==> src/rtl/cpu_pkg.sv <==
// Shared definitions for the accumulator CPU sequencer: opcodes, FSM states,
// decode flags and the execute-stage strobe bundle.
package cpu_pkg;

    localparam int PC_WIDTH_DEF  = 4;
    localparam int OP_WIDTH_DEF  = 4;
    localparam int CNT_WIDTH_DEF = 8;

    localparam logic [3:0] OP_NOP = 4'h0;
    localparam logic [3:0] OP_LDI = 4'h1;
    localparam logic [3:0] OP_ADD = 4'h2;
    localparam logic [3:0] OP_SUB = 4'h3;
    localparam logic [3:0] OP_AND = 4'h4;
    localparam logic [3:0] OP_OR  = 4'h5;
    localparam logic [3:0] OP_XOR = 4'h6;
    localparam logic [3:0] OP_JMP = 4'h7;
    localparam logic [3:0] OP_JZ  = 4'h8;
    localparam logic [3:0] OP_HLT = 4'hF;

    typedef enum logic [2:0] {
        S_IDLE    = 3'd0,
        S_FETCH   = 3'd1,
        S_DECODE  = 3'd2,
        S_EXECUTE = 3'd3,
        S_HALT    = 3'd4
    } state_t;

    typedef struct packed {
        logic ld;
        logic alu;
        logic jmp;
        logic jz;
        logic hlt;
    } dec_flags_t;

    typedef struct packed {
        logic pc_inc;
        logic jump;
        logic load_acc;
        logic alu_enable;
    } strobe_t;

    // Anything that neither jumps nor halts advances the PC.
    function automatic strobe_t exec_strobes(input dec_flags_t f, input logic acc_zero);
        strobe_t s;
        s = '0;
        if (f.jmp || (f.jz && acc_zero)) begin
            s.jump = 1'b1;
        end else if (!f.hlt) begin
            s.pc_inc = 1'b1;
        end
        s.load_acc   = f.ld;
        s.alu_enable = f.alu;
        return s;
    endfunction

endpackage

==> src/rtl/cpu_seq_decode.sv <==
// Combinational opcode classifier for the CPU sequencer; unlisted opcodes
// produce no flags and therefore behave as NOP.
module cpu_seq_decode
    import cpu_pkg::*;
#(
    parameter int OP_WIDTH = OP_WIDTH_DEF
) (
    input  logic [OP_WIDTH-1:0] opcode,
    output dec_flags_t          flags
);

    always_comb begin
        flags = '0;
        case (opcode)
            OP_WIDTH'(OP_LDI): flags.ld  = 1'b1;
            OP_WIDTH'(OP_ADD),
            OP_WIDTH'(OP_SUB),
            OP_WIDTH'(OP_AND),
            OP_WIDTH'(OP_OR),
            OP_WIDTH'(OP_XOR): flags.alu = 1'b1;
            OP_WIDTH'(OP_JMP): flags.jmp = 1'b1;
            OP_WIDTH'(OP_JZ):  flags.jz  = 1'b1;
            OP_WIDTH'(OP_HLT): flags.hlt = 1'b1;
            default:           flags     = '0;
        endcase
    end

endmodule

==> src/rtl/cpu_sequencer.sv <==
// Fetch/decode/execute controller for the 4-bit accumulator CPU with run, step,
// stop and halt. Define CPU_SEQ_BREAKPOINT_EN to add the PC breakpoint ports.
module cpu_sequencer
    import cpu_pkg::*;
#(
    parameter int PC_WIDTH  = PC_WIDTH_DEF,
    parameter int OP_WIDTH  = OP_WIDTH_DEF,
    parameter int CNT_WIDTH = CNT_WIDTH_DEF
) (
    input  logic                  clk,
    input  logic                  reset,
    input  logic                  start,
    input  logic                  step,
    input  logic                  stop,
    input  logic [2*OP_WIDTH-1:0] instruction,
    input  logic [PC_WIDTH-1:0]   pc_in,
    input  logic                  acc_zero,
`ifdef CPU_SEQ_BREAKPOINT_EN
    input  logic                  bp_valid,
    input  logic [PC_WIDTH-1:0]   bp_addr,
    output logic                  bp_hit,
`endif
    output logic                  pc_inc,
    output logic                  jump,
    output logic [PC_WIDTH-1:0]   jump_addr,
    output logic [OP_WIDTH-1:0]   ir_opcode,
    output logic [OP_WIDTH-1:0]   ir_operand,
    output logic                  load_acc,
    output logic                  alu_enable,
    output logic                  busy,
    output logic                  halted,
    output logic [CNT_WIDTH-1:0]  retired
);

    state_t                state_q, state_d;
    logic                  run_mode_q, run_mode_d;
    logic                  stop_q, stop_d;
    logic                  ir_load;
    logic [2*OP_WIDTH-1:0] ir_q;
    strobe_t               strobe_q, strobe_d;
    logic [CNT_WIDTH-1:0]  retired_q;
    dec_flags_t            flags;
    logic                  in_busy;
    logic                  bp_stop;

`ifdef CPU_SEQ_BREAKPOINT_EN
    logic bp_hit_q, bp_hit_d;

    // Breakpoints only interrupt free-run so a step can execute the flagged instruction.
    assign bp_stop = run_mode_q && bp_valid && (pc_in == bp_addr);
`else
    logic unused_pc;

    assign bp_stop   = 1'b0;
    assign unused_pc = ^pc_in;
`endif

    cpu_seq_decode #(
        .OP_WIDTH (OP_WIDTH)
    ) u_decode (
        .opcode (ir_q[2*OP_WIDTH-1:OP_WIDTH]),
        .flags  (flags)
    );

    assign in_busy = (state_q == S_FETCH) || (state_q == S_DECODE) || (state_q == S_EXECUTE);

    always_comb begin
        state_d    = state_q;
        run_mode_d = run_mode_q;
        stop_d     = stop_q;
        ir_load    = 1'b0;
        strobe_d   = '0;
`ifdef CPU_SEQ_BREAKPOINT_EN
        bp_hit_d   = bp_hit_q;
`endif

        if (stop && in_busy) begin
            stop_d = 1'b1;
        end

        case (state_q)
            S_IDLE: begin
                if (start || step) begin
                    state_d    = S_FETCH;
                    run_mode_d = start;
                    stop_d     = stop;
`ifdef CPU_SEQ_BREAKPOINT_EN
                    bp_hit_d   = 1'b0;
`endif
                end
            end
            S_FETCH: begin
                if (bp_stop) begin
                    state_d    = S_IDLE;
                    run_mode_d = 1'b0;
                    stop_d     = 1'b0;
`ifdef CPU_SEQ_BREAKPOINT_EN
                    bp_hit_d   = 1'b1;
`endif
                end else begin
                    ir_load = 1'b1;
                    state_d = S_DECODE;
                end
            end
            S_DECODE: begin
                // Strobes are registered here so they are valid for exactly the EXECUTE cycle.
                strobe_d = exec_strobes(flags, acc_zero);
                state_d  = S_EXECUTE;
            end
            S_EXECUTE: begin
                if (flags.hlt) begin
                    state_d    = S_HALT;
                    run_mode_d = 1'b0;
                end else if (run_mode_q && !stop_q && !stop) begin
                    state_d = S_FETCH;
                end else begin
                    state_d    = S_IDLE;
                    run_mode_d = 1'b0;
                    stop_d     = 1'b0;
                end
            end
            S_HALT: begin
                state_d = S_HALT;
            end
            default: begin
                state_d    = S_IDLE;
                run_mode_d = 1'b0;
                stop_d     = 1'b0;
            end
        endcase
    end

    always_ff @(posedge clk or negedge reset) begin
        if (!reset) begin
            state_q    <= S_IDLE;
            run_mode_q <= 1'b0;
            stop_q     <= 1'b0;
            ir_q       <= '0;
            strobe_q   <= '0;
            retired_q  <= '0;
        end else begin
            state_q    <= state_d;
            run_mode_q <= run_mode_d;
            stop_q     <= stop_d;
            strobe_q   <= strobe_d;
            if (ir_load) begin
                ir_q <= instruction;
            end
            if (state_q == S_EXECUTE) begin
                retired_q <= retired_q + CNT_WIDTH'(1);
            end
        end
    end

`ifdef CPU_SEQ_BREAKPOINT_EN
    always_ff @(posedge clk or negedge reset) begin
        if (!reset) begin
            bp_hit_q <= 1'b0;
        end else begin
            bp_hit_q <= bp_hit_d;
        end
    end

    assign bp_hit = bp_hit_q;
`endif

    assign ir_opcode  = ir_q[2*OP_WIDTH-1:OP_WIDTH];
    assign ir_operand = ir_q[OP_WIDTH-1:0];
    assign jump_addr  = PC_WIDTH'(ir_q[OP_WIDTH-1:0]);
    assign pc_inc     = strobe_q.pc_inc;
    assign jump       = strobe_q.jump;
    assign load_acc   = strobe_q.load_acc;
    assign alu_enable = strobe_q.alu_enable;
    assign busy       = in_busy;
    assign halted     = (state_q == S_HALT);
    assign retired    = retired_q;

endmodule

==> config.mk <==
export PLATFORM = sky130hd
export DESIGN_NAME = cpu_sequencer
export DESIGN_NICKNAME = d
export VERILOG_FILES = /design/src/rtl/cpu_pkg.sv /design/src/rtl/cpu_seq_decode.sv /design/src/rtl/cpu_sequencer.sv
export SDC_FILE = /design/constraint.sdc
export NUM_CORES = 1
export LEC_CHECK = 0
export BUFFER_PORTS_ARGS = -buffer_cell sky130_fd_sc_hd__buf_2
export CAP_MARGIN = 10
export CELL_PAD_IN_SITES_DETAIL_PLACEMENT = 0
export CELL_PAD_IN_SITES_GLOBAL_PLACEMENT = 1
export CORE_MARGIN = 5
export CORE_UTILIZATION = 30
export CTS_BUF_LIST = sky130_fd_sc_hd__clkbuf_8 sky130_fd_sc_hd__clkbuf_16
export DETAILED_ROUTE_END_ITERATION = 10
export GPL_TIMING_DRIVEN = 0
export PLACE_DENSITY_LB_ADDON = 0.12
export SETUP_SLACK_MARGIN = 0.3
export SLEW_MARGIN = 0
export SYNTH_ARGS = -nofsm -noshare
export SYNTH_HDL_FRONTEND = slang
export SYNTH_SLANG_ARGS = --single-unit
==> constraint.sdc <==
create_clock -name clk -period 1.7 [get_ports clk]
set_input_delay 0.255 -clock clk [delete_from_list [all_inputs] [get_ports clk]]
set_output_delay 0.255 -clock clk [all_outputs]
set_load 0.05 [all_outputs]
==> metrics.md, run 1 <==
| Metric | Value |
|---|---|
| Synth cell types | `32` |
| Remaining antenna violation count | `0` |
| Number of CTS-inserted buffers | `3` |
| Min cycle time layout | `approximately 1.5 ns` |
| Arrival @ worst endpoint | `1.24 ns` |
| Async set-reset flop share out of synthesis | `100%` |
| Dominant cell type by count on the critical path | `buf_8` |
| Chip Width | `72.8 um` |
| Detailed-route via count | `approximately 940` |
| Largest incremental delay on the critical path | `around 0.4 ns` |
| Largest family of logic cells by synthesized area | `simple AND/OR/NAND/NOR gates` |
| Detailed Place HPWL | `around 1900 um` |
| Nature of the critical path startpoint | `flop` |
| Combined area of the multi-input logic cells | `about 530 sq um` |
| Clock sink count | `25` |
| Cell-internal power | `approximately 0.0020 W` |
| Worst hold path class | `in2reg` |
| Warnings from Yosys | `0` |
| Sequential Power Share | `~28%` |
| Fraction of the mapped netlist area in simple logic gates | `between 20 and 25%` |
| Fraction of power consumed by combinational cells | `63.5%` |
| Type of destination of the critical path | `output pin` |
| Post-Layout Cell Count | `between 200 and 250` |
| Max capacitance violation total | `0` |
| Post-synthesis xor/xnor area fraction | `between 5 and 6%` |
| Top_reg_cell synth | `dfrtp_1` |
| Maximum fanout along the worst path | `4` |
| Max-slew headroom at the worst pin | `between 60% and 70%` |
| Drt drc | `0` |
| Power per cell area | `roughly 2300 nW/um^2` |
| Post-synthesis compound-gate area fraction | `5.50%` |
| Iter 0 DRT Violations | `15` |
| Required @ worst endpoint | `between 1 and 1.5 ns` |
| Final-report setup violation count | `0` |
| Most used cells in the layout excluding fill and tap cells | `buf_2 (37), dfrtp_1 (25), buf_4 (12), nand2_1 (8), mux2_4 (7)` |
| Master of the slowest instance on the critical path | `dfrtp_1` |
| Sequential share of the synthesized area | `between 50% and 60%` |
| Std cell rows | `22` |
| Share of cells above drive strength 1 | `about half` |
| Maximum operating frequency | `669 MHz` |
| Number of enable-type register cells in the synthesized netlist | `0` |
| Core outline area | `around 3700 sq um` |
| Cell breakdown of the critical path | `buf_8, nor2_4, and2_4, buf_8` |
| Share of the clock period used by the worst path | `88.0%` |
| Fill cells | `just under 400` |
| Critical path start-end classification | `reg2out` |
| Global-route usage over all layers | `a little over a tenth` |
| Count of input and output buffers | `39` |
| Final TNS setup | `0 ns` |
| Leakage Power | `around 0.84 nW` |
| Diodes inserted | `0` |
| Wirelength, routed | `~2700 um` |
| Number of antenna violations at the first check in global routing | `0` |
| H-tree depth reported by CTS | `1` |
| Ratio of routed vias to standard cells | `~4.6` |
| Area enclosed by the die boundary | `approximately 5300 sq um` |
| Clock root buffer master | `clkbuf_8` |
| Commonest non-fill, non-tap cell in the layout | `buf_2` |
| Pwr Total | `between 0.003 and 0.004 W` |
| Worst clock skew | `roughly 0.0036 ns` |
| Global route overflow | `0` |
| Sw frac | `between 40% and 50%` |
| Footprint of the flip-flops and latches | `~630 sq um` |
| NetSw | `0.00186 W` |
| Transition time of the tightest slew-check pin | `0.547 ns` |
| Clock-pin slew of the registers on the worst-case setup and hold paths | `about 0.090 ns` |
| Multiplexer share of the synthesized area | `8.46%` |
| Fin. Hold Viols | `0` |
| Largest net degree at the start of global routing | `26` |
| Post-synthesis sequential element count | `25` |
| Path depth of the worst reg2reg path | `5` |
| Mean instance size in the synthesized netlist | `about 12 sq um` |
| Vias in the first global route | `~970` |
| Post-Synthesis Net Count | `119` |
| Post-synthesis instance total | `100` |
| Pre-CTS setup slack | `about 0.16 ns` |
| Final weighted congestion in routability-driven placement | `about 0.71` |
| Maximum root-to-sink buffer count | `2` |
| Hold Path Depth | `2` |
| Post-Route Utilization | `about 44%` |
| Final Net Count | `175` |
| Synth Area in Adders | `around 1.1%` |
| RSZ-0062 raised after global routing | `true` |
| Initial standard-cell utilization of the core | `between 30% and 40%` |
| First-pass GRT wire length | `4390 um` |
| Clk_lat worst skew | `around 0.26 ns` |
| Clock tree from TritonCTS | `built` |
| Max Slew Vio Count | `0` |
| Status | `complete, no violations` |
| Clock group share of total power | `about 9%` |
| Placed cell count | `around 190` |
| 1st-pass router iterations | `4` |
| Worst ir drop on vdd | `1370 uV` |
| Number of placed I/O pins | `44` |
| Average routed wire per standard cell | `~13 um` |
| Vert. Die Dim | `72.8 um` |
| Relative area change from synthesis to final layout | `40.2%` |
| Slack of the critical path | `0.204 ns` |
| Post-Synthesis Cell Area | `approximately 1200 sq um` |
## routing by layer
layer,track usage (%),up-vias,part of all wire [%]
li1,-,458,-
met1,12.9,457,42
met2,17.9,24,51
met3,3.99,2,6.3
met4,1.23,0,0.49
met5,0,-,0
## flip-flops by register name (all words and copies together), names as in the netlist
name,count
alu_enable,1
load_acc,1
state_q,3
jump,1
stop_q,1
run_mode_q,1
retired,8
ir_q,8
pc_inc,1
## worst max-delay path: cells and delay by family (launching register included)
kind                   cells  cell delay [ns]
buffers and inverters      2             0.28
and+or+nand+nor            2             0.30
DFF                        1             0.41
## cells in the mapped netlist (all sizes together) (2+ instances only)
| master | count | area, sq um |
|---|---|---|
| a21oi | 3 | 15.0 |
| and2 | 2 | 12.5 |
| and3 | 2 | 12.5 |
| buf | 6 | 52.6 |
| dfrtp | 25 | 626 |
| inv | 2 | 7.51 |
| mux2 | 8 | 90.1 |
| nand2 | 8 | 30.0 |
| nand3 | 4 | 20.0 |
| nand4 | 5 | 31.3 |
| nor2 | 7 | 26.3 |
| nor3 | 4 | 20.0 |
| nor3b | 2 | 26.3 |
| xnor2 | 4 | 35.0 |
| xor2 | 3 | 26.3 |
## power by group through the flow
stage	combinational, W	sequential, W	clock [W]
floorplan	0.00101	0.00164	0
global placement	0.00202	0.00104	0
detailed placement	0.00203	0.00105	0
CTS	0.00218	0.00104	0.000359
global route	0.00258	0.00109	0.000387
finish	0.00242	0.00105	0.000344
## cell type report
class,instances,area share (%)
clock buffers,3,2.49
clock inverters,1,0.302
plain buffers,7,4.07
well taps,48,3.62
flip-flops and latches,25,37.7
multi-input cells,66,31.8
inverters,2,0.452
repair buffers,51,19.5
## per-stage QoR
stage / instance area (sq um) / hold WS [ns]
floorplan: 1190 / -0.0406
global placement: 1440 / 0.281
detailed placement: 1440 / 0.279
CTS: 1560 / 0.212
global route: 1660 / 0.203
finish: 1660 / 0.219
## worst paths after layout
check | from | end | slack (ns)
max in group asynchronous | reset | retired[3] | 0.83
hold / removal | instruction[7] | ir_q[7] | 0.22
setup / recovery | state_q[1] | halted | 0.20
hold reg to reg | retired[7] | retired[7] | 0.47
min in group asynchronous | reset | retired[6] | 0.51
setup reg to reg | state_q[1] | ir_q[4] | 0.23
## logic make-up after synthesis
family / after synthesis
xor+xnor: 7
mux: 9
buf+inv: 9
simple gates: 41
fa+ha+maj: 1
compound gates: 8
flops: 25
## timing repair
item | 4_1_cts | 5_1_grt
hold buffers | 1 | 0
pin swaps | 1 | 2
resized for setup | 8 | 11
setup buffers | 5 | 6
hold endpoints to repair | 25 | 0
endpoints found under the setup margin | 10 | 12
(Power assumes the default switching activity.)
==> run 2, diff against run 1 <==
--- a/config.mk
+++ b/config.mk
@@ -5,6 +5,7 @@
 export SDC_FILE = /design/constraint.sdc
 export NUM_CORES = 1
 export LEC_CHECK = 0
+export ABC_AREA = 1
 export BUFFER_PORTS_ARGS = -buffer_cell sky130_fd_sc_hd__buf_2
 export CAP_MARGIN = 10
 export CELL_PAD_IN_SITES_DETAIL_PLACEMENT = 0
==> run 2 against run 1 <==
- register-to-register slack improved by 0.11 ns
- clock power fell by 1%
- area after synthesis up 0.95%
- non-clock buffer count decreased by 9
- die area increased by 0.83%
- global-route usage about the same
- first-iteration DRC count is 130% higher
- critical path type unchanged
- critical endpoint unchanged
- largest cell class unchanged
==> metrics.md, run 2 <==
| Metric | Value |
|---|---|
| Leakage Power | `0.854 nW (+2.0%)` |
| Endpoint of the most critical setup path | `halted` |
| Register-to-Register Setup Slack | `0.34 ns (+0.11 ns)` |
| Core outline area | `3940 sq um (+5.3%)` |
| Chip Width | `73.1 um (+0.41%)` |
| Met1 wire length | `1090 um (-4.1%)` |
| Detailed Place HPWL | `1980 um (+6.6%)` |
| Final weighted congestion in routability-driven placement | `0.702 (-1.1%)` |
| Top post-synthesis cells by count | `nand2_1 (33), dfrtp_1 (25), nor2_1 (15)` |
| RSZ-0062 raised after global routing | `true` |
| Cell-internal power | `0.00167 W (-15%)` |
| Global-route usage over all layers | `10.5% (about the same)` |
| Number of placed I/O pins | `44 (unchanged)` |
| Type of destination of the critical path | `output pin` |
| Final-report setup violation count | `0 (unchanged)` |
| Count of input and output buffers | `39 (unchanged)` |
| Synth cell types | `24 (-25%)` |
| Required @ worst endpoint | `1.44 ns (about the same)` |
| Iter 0 DRT Violations | `34 (+19)` |
| Max-slew headroom at the worst pin | `63.3% (-0.24 points)` |
| Share of the clock period used by the worst path | `81.1% (-6.8 points)` |
| FF-to-FF End | `ir_q[3]` |
| Mean instance size in the synthesized netlist | `9.34 sq um (-21%)` |
| Largest cells by area after synthesis | `dfrtp_1 (52%), nand2_1 (10%), mux2_4 (7.5%), nor2_1 (4.7%), inv_1 (4.1%)` |
| Area enclosed by the die boundary | `5350 sq um (+0.83%)` |
| Sw frac | `51.7% (+3.0 points)` |
| Library cell with the largest summed area after synthesis | `dfrtp_1` |
| Fin. Hold Viols | `0 (unchanged)` |
| Vias in the first global route | `1,034 (+6.5%)` |
| Critical register-to-register path startpoint | `state_q[1]` |
| Maximum operating frequency | `725 MHz (+8.4%)` |
| Final Net Count | `196 (+12%)` |
| Status | `complete, no violations` |
| Origin of the worst setup path | `state_q[0]` |
| Post-Layout Cell Count | `226 (+11%)` |
| Top_reg_cell synth | `dfrtp_1` |
| Post-Synthesis Cell Area | `1190 sq um (+0.95%)` |
| Wirelength, routed | `2560 um (-3.9%)` |
| Relative area change from synthesis to final layout | `31.1%` |
| Final Cell Area | `1570 sq um (-5.6%)` |
| Path depth of the worst reg2reg path | `4 (-1)` |
| Post-Synthesis Net Count | `147 (+24%)` |
| Placed cell count | `217 (+16%)` |
| Ratio of routed vias to standard cells | `4.36 (-5.9%)` |
| Fraction of power consumed by combinational cells | `60.7% (-2.8 points)` |
| Max Slew Vio Count | `0 (unchanged)` |
| Max capacitance violation total | `0 (unchanged)` |
| First-pass GRT wire length | `4450 um (+1.4%)` |
| Clock sink count | `25 (unchanged)` |
| Average routed wire per standard cell | `11.3 um (-14%)` |
| Worst ir drop on vdd | `791 uV (-42%)` |
| Global route overflow | `0 (unchanged)` |
| Fill cells | `404 (+2.3%)` |
| Pre-CTS setup slack | `0.250 ns (+0.0914 ns)` |
| Final TNS setup | `0 ns (unchanged)` |
| Combined area of the multi-input logic cells | `482 sq um (-8.8%)` |
| Most repeated cell in the gate-level netlist after synthesis | `nand2_1` |
| Sequential Power Share | `29.5% (+2.0 points)` |
| Drt drc | `0 (unchanged)` |
| Std cell rows | `23 (+4.5%)` |
| Detailed-routed wire length on met3 | `101 um (-40%)` |
| Clock-pin slew of the registers on the worst-case setup and hold paths | `0.08 ns (about the same)` |
| Initial standard-cell utilization of the core | `30.3% (-1.3 points)` |
| Transition time of the tightest slew-check pin | `0.551 ns (+0.00357 ns)` |
| Remaining antenna violation count | `0 (unchanged)` |
| Vert. Die Dim | `73.1 um (+0.41%)` |
| Clock tree from TritonCTS | `built` |
| Detailed-route via count | `986 (+4.8%)` |
| NetSw | `0.00179 W (-3.9%)` |
| Post-synthesis sequential element count | `25 (unchanged)` |
| 1st-pass router iterations | `4 (unchanged)` |
| Min cycle time layout | `1.38 ns (-0.116 ns)` |
| Dpl cell area | `1450 sq um (+0.69%)` |
| H-tree depth reported by CTS | `1 (unchanged)` |
| Worst clock skew | `0.00220 ns (-0.00138 ns)` |
| Most used cells in the layout excluding fill and tap cells | `buf_2 (37), nand2_1 (32), dfrtp_1 (23), nor2_1 (14), inv_1 (13)` |
| Power per cell area | `2210 nW/um^2 (-4.0%)` |
| Slack of the critical path | `0.320 ns (+0.116 ns)` |
| Largest net degree at the start of global routing | `26 (unchanged)` |
| Diodes inserted | `0 (unchanged)` |
| Number of CTS-inserted buffers | `3 (unchanged)` |
| Sequential share of the synthesized area | `52.4% (-0.50 points)` |
| Footprint of the flip-flops and latches | `628 sq um (+0.40%)` |
| Number of antenna violations at the first check in global routing | `0 (unchanged)` |
| Topmost layer with routed signal wires | `met4` |
| Top cell type's share of synthesized area | `52.4% (-0.50 points)` |
| Fin Hold WS | `0.217 ns (-0.00195 ns)` |
| Maximum fanout along the worst path | `3 (-1)` |
| Warnings from Yosys | `0 (unchanged)` |
| Clk_lat worst skew | `0.26 ns (about the same)` |
| Clock group share of total power | `9.8% (+0.8 points)` |
| Maximum root-to-sink buffer count | `2 (unchanged)` |
| Arrival @ worst endpoint | `1.12 ns (-0.12 ns)` |
| Hold Path Depth | `2 (unchanged)` |
| Post-synthesis instance total | `128 (+28%)` |
| Nature of the critical path startpoint | `flop` |
| Detailed-routed wire length on met2 | `1350 um (-0.30%)` |
| Commonest non-fill, non-tap cell in the layout | `buf_2` |
| Number of enable-type register cells in the synthesized netlist | `0 (unchanged)` |
| Share of cells above drive strength 1 | `38.1% (-13 points)` |
| Critical path start-end classification | `reg2out` |
| Async set-reset flop share out of synthesis | `100% (unchanged)` |
| Clock root buffer master | `clkbuf_8` |
| Worst hold path class | `in2reg` |
==> run 2: kinds of logic (layout without fill, tap and decap cells) <==
logic type	after synthesis	in the layout	share of synthesized area (%)
AND/OR/NAND/NOR	64	64	24.1
XOR/XNOR	5	5	3.66
buffers and inverters	20	68	8.17
flip-flops	25	25	52.4
AO/OA/AOI/OAI	7	7	3.14
multiplexers	6	6	7.54
adder cells (fa/ha/maj)	1	1	1.05
==> run 2: area by class of cell <==
cell class / instances / share of cell area, %
Inverter: 15 / 3.59
Buffer: 5 / 2.64
Clock buffer: 3 / 2.64
Tap cell: 50 / 3.99
Multi-Input combinational cell: 83 / 30.8
Clock inverter: 1 / 0.240
Timing Repair Buffer: 44 / 16.1
Sequential cell: 25 / 40.1
==> run 2: timing repair <==
item                                    CTS  global route
resized for setup                         9             2
hold buffers                              1             0
gates cloned                              0             0
setup buffers                             4             0
pin swaps                                 1             1
endpoints found under the hold margin    25             0
endpoints found under the setup margin    2             8
==> run 2: power by group through the flow <==
stage | sequential, W | clock [W] | combinational [W]
finish | 0.00102 | 0.000339 | 0.00210
global route | 0.00106 | 0.000387 | 0.00226
CTS | 0.00102 | 0.000363 | 0.00213
detailed placement | 0.00104 | 0 | 0.00200
global placement | 0.00103 | 0 | 0.00199
floorplan | 0.00161 | 0 | 0.000992
==> run 2: worst max-delay path, cell delays in order, from the launching register on <==
cell and delay, ns:
dfrtp_2 0.43, nor2_4 0.15, nand2_2 0.08, inv_2 0.06, buf_8 0.13
==> run 2: worst min-delay path by stage <==
stage / startpoint / end / slack, ns
after floorplan: reset / alu_enable / -0.04
after global placement: reset / ir_q[6] / 0.29
after detailed placement: reset / ir_q[6] / 0.28
after CTS: instruction[7] / ir_q[7] / 0.21
after global routing: instruction[2] / ir_q[2] / 0.20
final: instruction[7] / ir_q[7] / 0.22
==> run 2: through the flow <==
stage / total power (W) / utilization, %
CTS: 0.00351 / 39.6
detailed placement: 0.00304 / 36.8
floorplan: 0.00260 / -
finish: 0.00346 / 39.7
global placement: 0.00302 / 36.8
global route: 0.00370 / 39.7
==> run 2: routing by layer <==
layer  vias to the layer above  track usage [%]
met5                         -                0
met4                         0             3.69
met3                         2             1.79
met2                        15             19.7
met1                       468             11.7
li1                        501                -
==> run 3, diff against run 2 <==
--- a/config.mk
+++ b/config.mk
@@ -5,7 +5,7 @@
 export SDC_FILE = /design/constraint.sdc
 export NUM_CORES = 1
 export LEC_CHECK = 0
-export ABC_AREA = 1
+export ABC_AREA = 0
 export BUFFER_PORTS_ARGS = -buffer_cell sky130_fd_sc_hd__buf_2
 export CAP_MARGIN = 10
 export CELL_PAD_IN_SITES_DETAIL_PLACEMENT = 0
==> constraint.sdc (replaced) <==
create_clock -name clk -period 1.3 [get_ports clk]
set_input_delay 0.195 -clock clk [delete_from_list [all_inputs] [get_ports clk]]
set_output_delay 0.195 -clock clk [all_outputs]
set_load 0.05 [all_outputs]
==> run 3 against run 2 <==
- the flow now finishes with violations (negative setup slack)
- via count increased by 8.2%
- clock power is 34% higher
- utilization grew 20 points
- wire length is 19% higher
- combinational power is 120% higher
- clock-buffer cell count unchanged
- sequential share of layout area is 11 points lower
- critical path type unchanged
- largest cell class is now buffers
==> metrics.md, run 3 (synthesis results as in run 1) <==
| Metric | Value |
|---|---|
| Status | `complete, but fails checks` |
| Violated checks | `negative setup slack` |
| Largest incremental delay on the critical path | `0.41 ns (-0.02 ns)` |
| Vert. Die Dim | `72.8 um (-0.41%)` |
| Post-Route Utilization | `59.3% (+20 points)` |
| Nature of the critical path startpoint | `flop` |
| Cell breakdown of the critical path | `buf_8, nor2_4, and2_4, buf_8` |
| Fill cells | `333 (-18%)` |
| Type of destination of the critical path | `output pin` |
| Maximum operating frequency | `approximately 710 MHz` |
| Drt drc | `0 (unchanged)` |
| Final Net Count | `199 (+1.5%)` |
| Largest net degree at the start of global routing | `26 (unchanged)` |
| Number of placed I/O pins | `44 (unchanged)` |
| Final Cell Area | `2220 sq um (+42%)` |
| First-pass GRT wire length | `5010 um (+13%)` |
| Arrival @ worst endpoint | `1.22 ns (+0.10 ns)` |
| Worst hold path class | `in2reg` |
| Std cell rows | `22 (-4.3%)` |
| Transition time of the tightest slew-check pin | `0.348 ns (-0.203 ns)` |
| Leakage Power | `1.07 nW (+25%)` |
| Post-Layout Cell Count | `227 (+0.44%)` |
| Vias in the first global route | `1,066 (+3.1%)` |
| RSZ-0062 raised after global routing | `true` |
| Diodes inserted | `0 (unchanged)` |
| Clock root buffer master | `clkbuf_8` |
| Commonest non-fill, non-tap cell in the layout | `buf_6` |
| Max-slew headroom at the worst pin | `76.8% (+14 points)` |
| Area enclosed by the die boundary | `5300 sq um (-0.82%)` |
| Clock sink count | `25 (unchanged)` |
| Maximum fanout along the worst path | `5 (+2)` |
| Wirelength, routed | `3050 um (+19%)` |
| Dpl cell area | `1470 sq um (+1.2%)` |
| Initial standard-cell utilization of the core | `31.6% (+1.3 points)` |
| Global route overflow | `0 (unchanged)` |
| Number of CTS-inserted buffers | `3 (unchanged)` |
| Chip Width | `72.8 um (-0.41%)` |
| Core outline area | `3740 sq um (-5.0%)` |
| Most used cells in the layout excluding fill and tap cells | `buf_6 (31), buf_4 (21), buf_8 (16), dfrtp_1 (15), buf_2 (12)` |
| Power per cell area | `2920 nW/um^2 (+32%)` |
| Maximum root-to-sink buffer count | `2 (unchanged)` |
| Min cycle time layout | `between 1 and 1.5 ns` |
| Final weighted congestion in routability-driven placement | `0.749 (+6.6%)` |
| Required @ worst endpoint | `1.11 ns (-0.33 ns)` |
| Remaining antenna violation count | `0 (unchanged)` |
| Hold Path Depth | `2 (unchanged)` |
| Detailed Place HPWL | `1810 um (-8.8%)` |
| Number of antenna violations at the first check in global routing | `0 (unchanged)` |
| Worst clock skew | `0.00467 ns (+0.00247 ns)` |
| Max capacitance violation total | `0 (unchanged)` |
| Share of the clock period used by the worst path | `109%` |
| Slack of the critical path | `-0.111 ns (-0.432 ns)` |
| Final-report setup violation count | `11 (+11)` |
| Master of the slowest instance on the critical path | `dfrtp_1` |
| Fin. Hold Viols | `0 (unchanged)` |
| Clk_lat worst skew | `0.27 ns (about the same)` |
| Global-route usage over all layers | `12.1% (+1.6 points)` |
| Max Slew Vio Count | `0 (unchanged)` |
| Pre-CTS setup slack | `-0.235 ns (-0.485 ns)` |
| Iter 0 DRT Violations | `21 (-38%)` |
| Worst ir drop on vdd | `1760 uV (+120%)` |
| H-tree depth reported by CTS | `1 (unchanged)` |
| Path depth of the worst reg2reg path | `4 (unchanged)` |
| Clock tree from TritonCTS | `built` |
| Dominant cell type by count on the critical path | `buf_8` |
| Relative area change from synthesis to final layout | `87.6%` |
| Ratio of routed vias to standard cells | `4.70 (+7.7%)` |
| Count of input and output buffers | `39 (unchanged)` |
| Placed cell count | `187 (-14%)` |
| Detailed-route via count | `1,067 (+8.2%)` |
| Clock-pin slew of the registers on the worst-case setup and hold paths | `0.09 ns (about the same)` |
| Critical path start-end classification | `reg2out` |
| Average routed wire per standard cell | `13.4 um (+18%)` |
| Fin Hold WS | `0.155 ns (-0.0620 ns)` |
| 1st-pass router iterations | `4 (unchanged)` |
| Share of cells above drive strength 1 | `73.2% (+35 points)` |
==> run 3: metal layers <==
| metal | track usage (%) | vias to the layer above | share of wire [%] |
|---|---|---|---|
| met5 | 0 | - | 0 |
| met4 | 2.46 | 0 | 0.62 |
| met3 | 4.55 | 2 | 5.9 |
| met2 | 20.3 | 23 | 53 |
| met1 | 14.8 | 533 | 41 |
| li1 | - | 509 | - |
==> run 3: cell type report <==
class | count | area, sq um | share of cell area [%]
tap | 48 | 60.1 | 2.70
clock buffer | 3 | 41.3 | 1.86
inverter | 2 | 7.51 | 0.338
timing repair buffer | 75 | 742 | 33.4
sequential | 25 | 638 | 28.7
clock inverter | 1 | 5.00 | 0.225
multi-input combinational | 66 | 644 | 29.0
buffer | 7 | 82.6 | 3.72
==> run 3: where the power goes <==
part | internal [W] | switching (W) | leakage (nW)
Combinational | 0.00232 | 0.00223 | 0.745
Clock | 0.000214 | 0.000239 | 0.0255
Sequential | 0.00111 | 0.000377 | 0.302
Total | 0.00364 | 0.00285 | 1.07
==> run 3: worst paths after layout <==
check / endpoint / slack [ns] / startpoint
setup / recovery: halted / -0.11 / state_q[1]
hold / removal: ir_q[4] / 0.16 / instruction[4]
setup reg to reg: ir_q[1] / -0.06 / state_q[1]
hold reg to reg: retired[4] / 0.54 / retired[4]
max in group asynchronous: retired[3] / 0.63 / reset
min in group asynchronous: retired[6] / 0.39 / reset
==> run 3: worst max-delay path: cells and delay by family (launching register included) <==
| family | cells | cell delay (ns) |
|---|---|---|
| and+or+nand+nor | 2 | 0.26 |
| buffers and inverters | 2 | 0.28 |
| DFF | 1 | 0.41 |
==> run 3: what timing repair did <==
item / in CTS / in global routing
hold buffers: 1 / 0
hold endpoints to repair: 25 / 0
setup buffers: 17 / 18
pin swaps: 18 / 13
resized for setup: 104 / 18
endpoints found under the setup margin: 51 / 56
==> run 3: per-stage QoR <==
stage	setup TNS, ns	total power [W]
finish	-0.531	0.00649
global route	-1.46	0.00683
CTS	-0.729	0.00600
detailed placement	-2.01	0.00407
global placement	-2.07	0.00405
floorplan	-0.422	0.00350
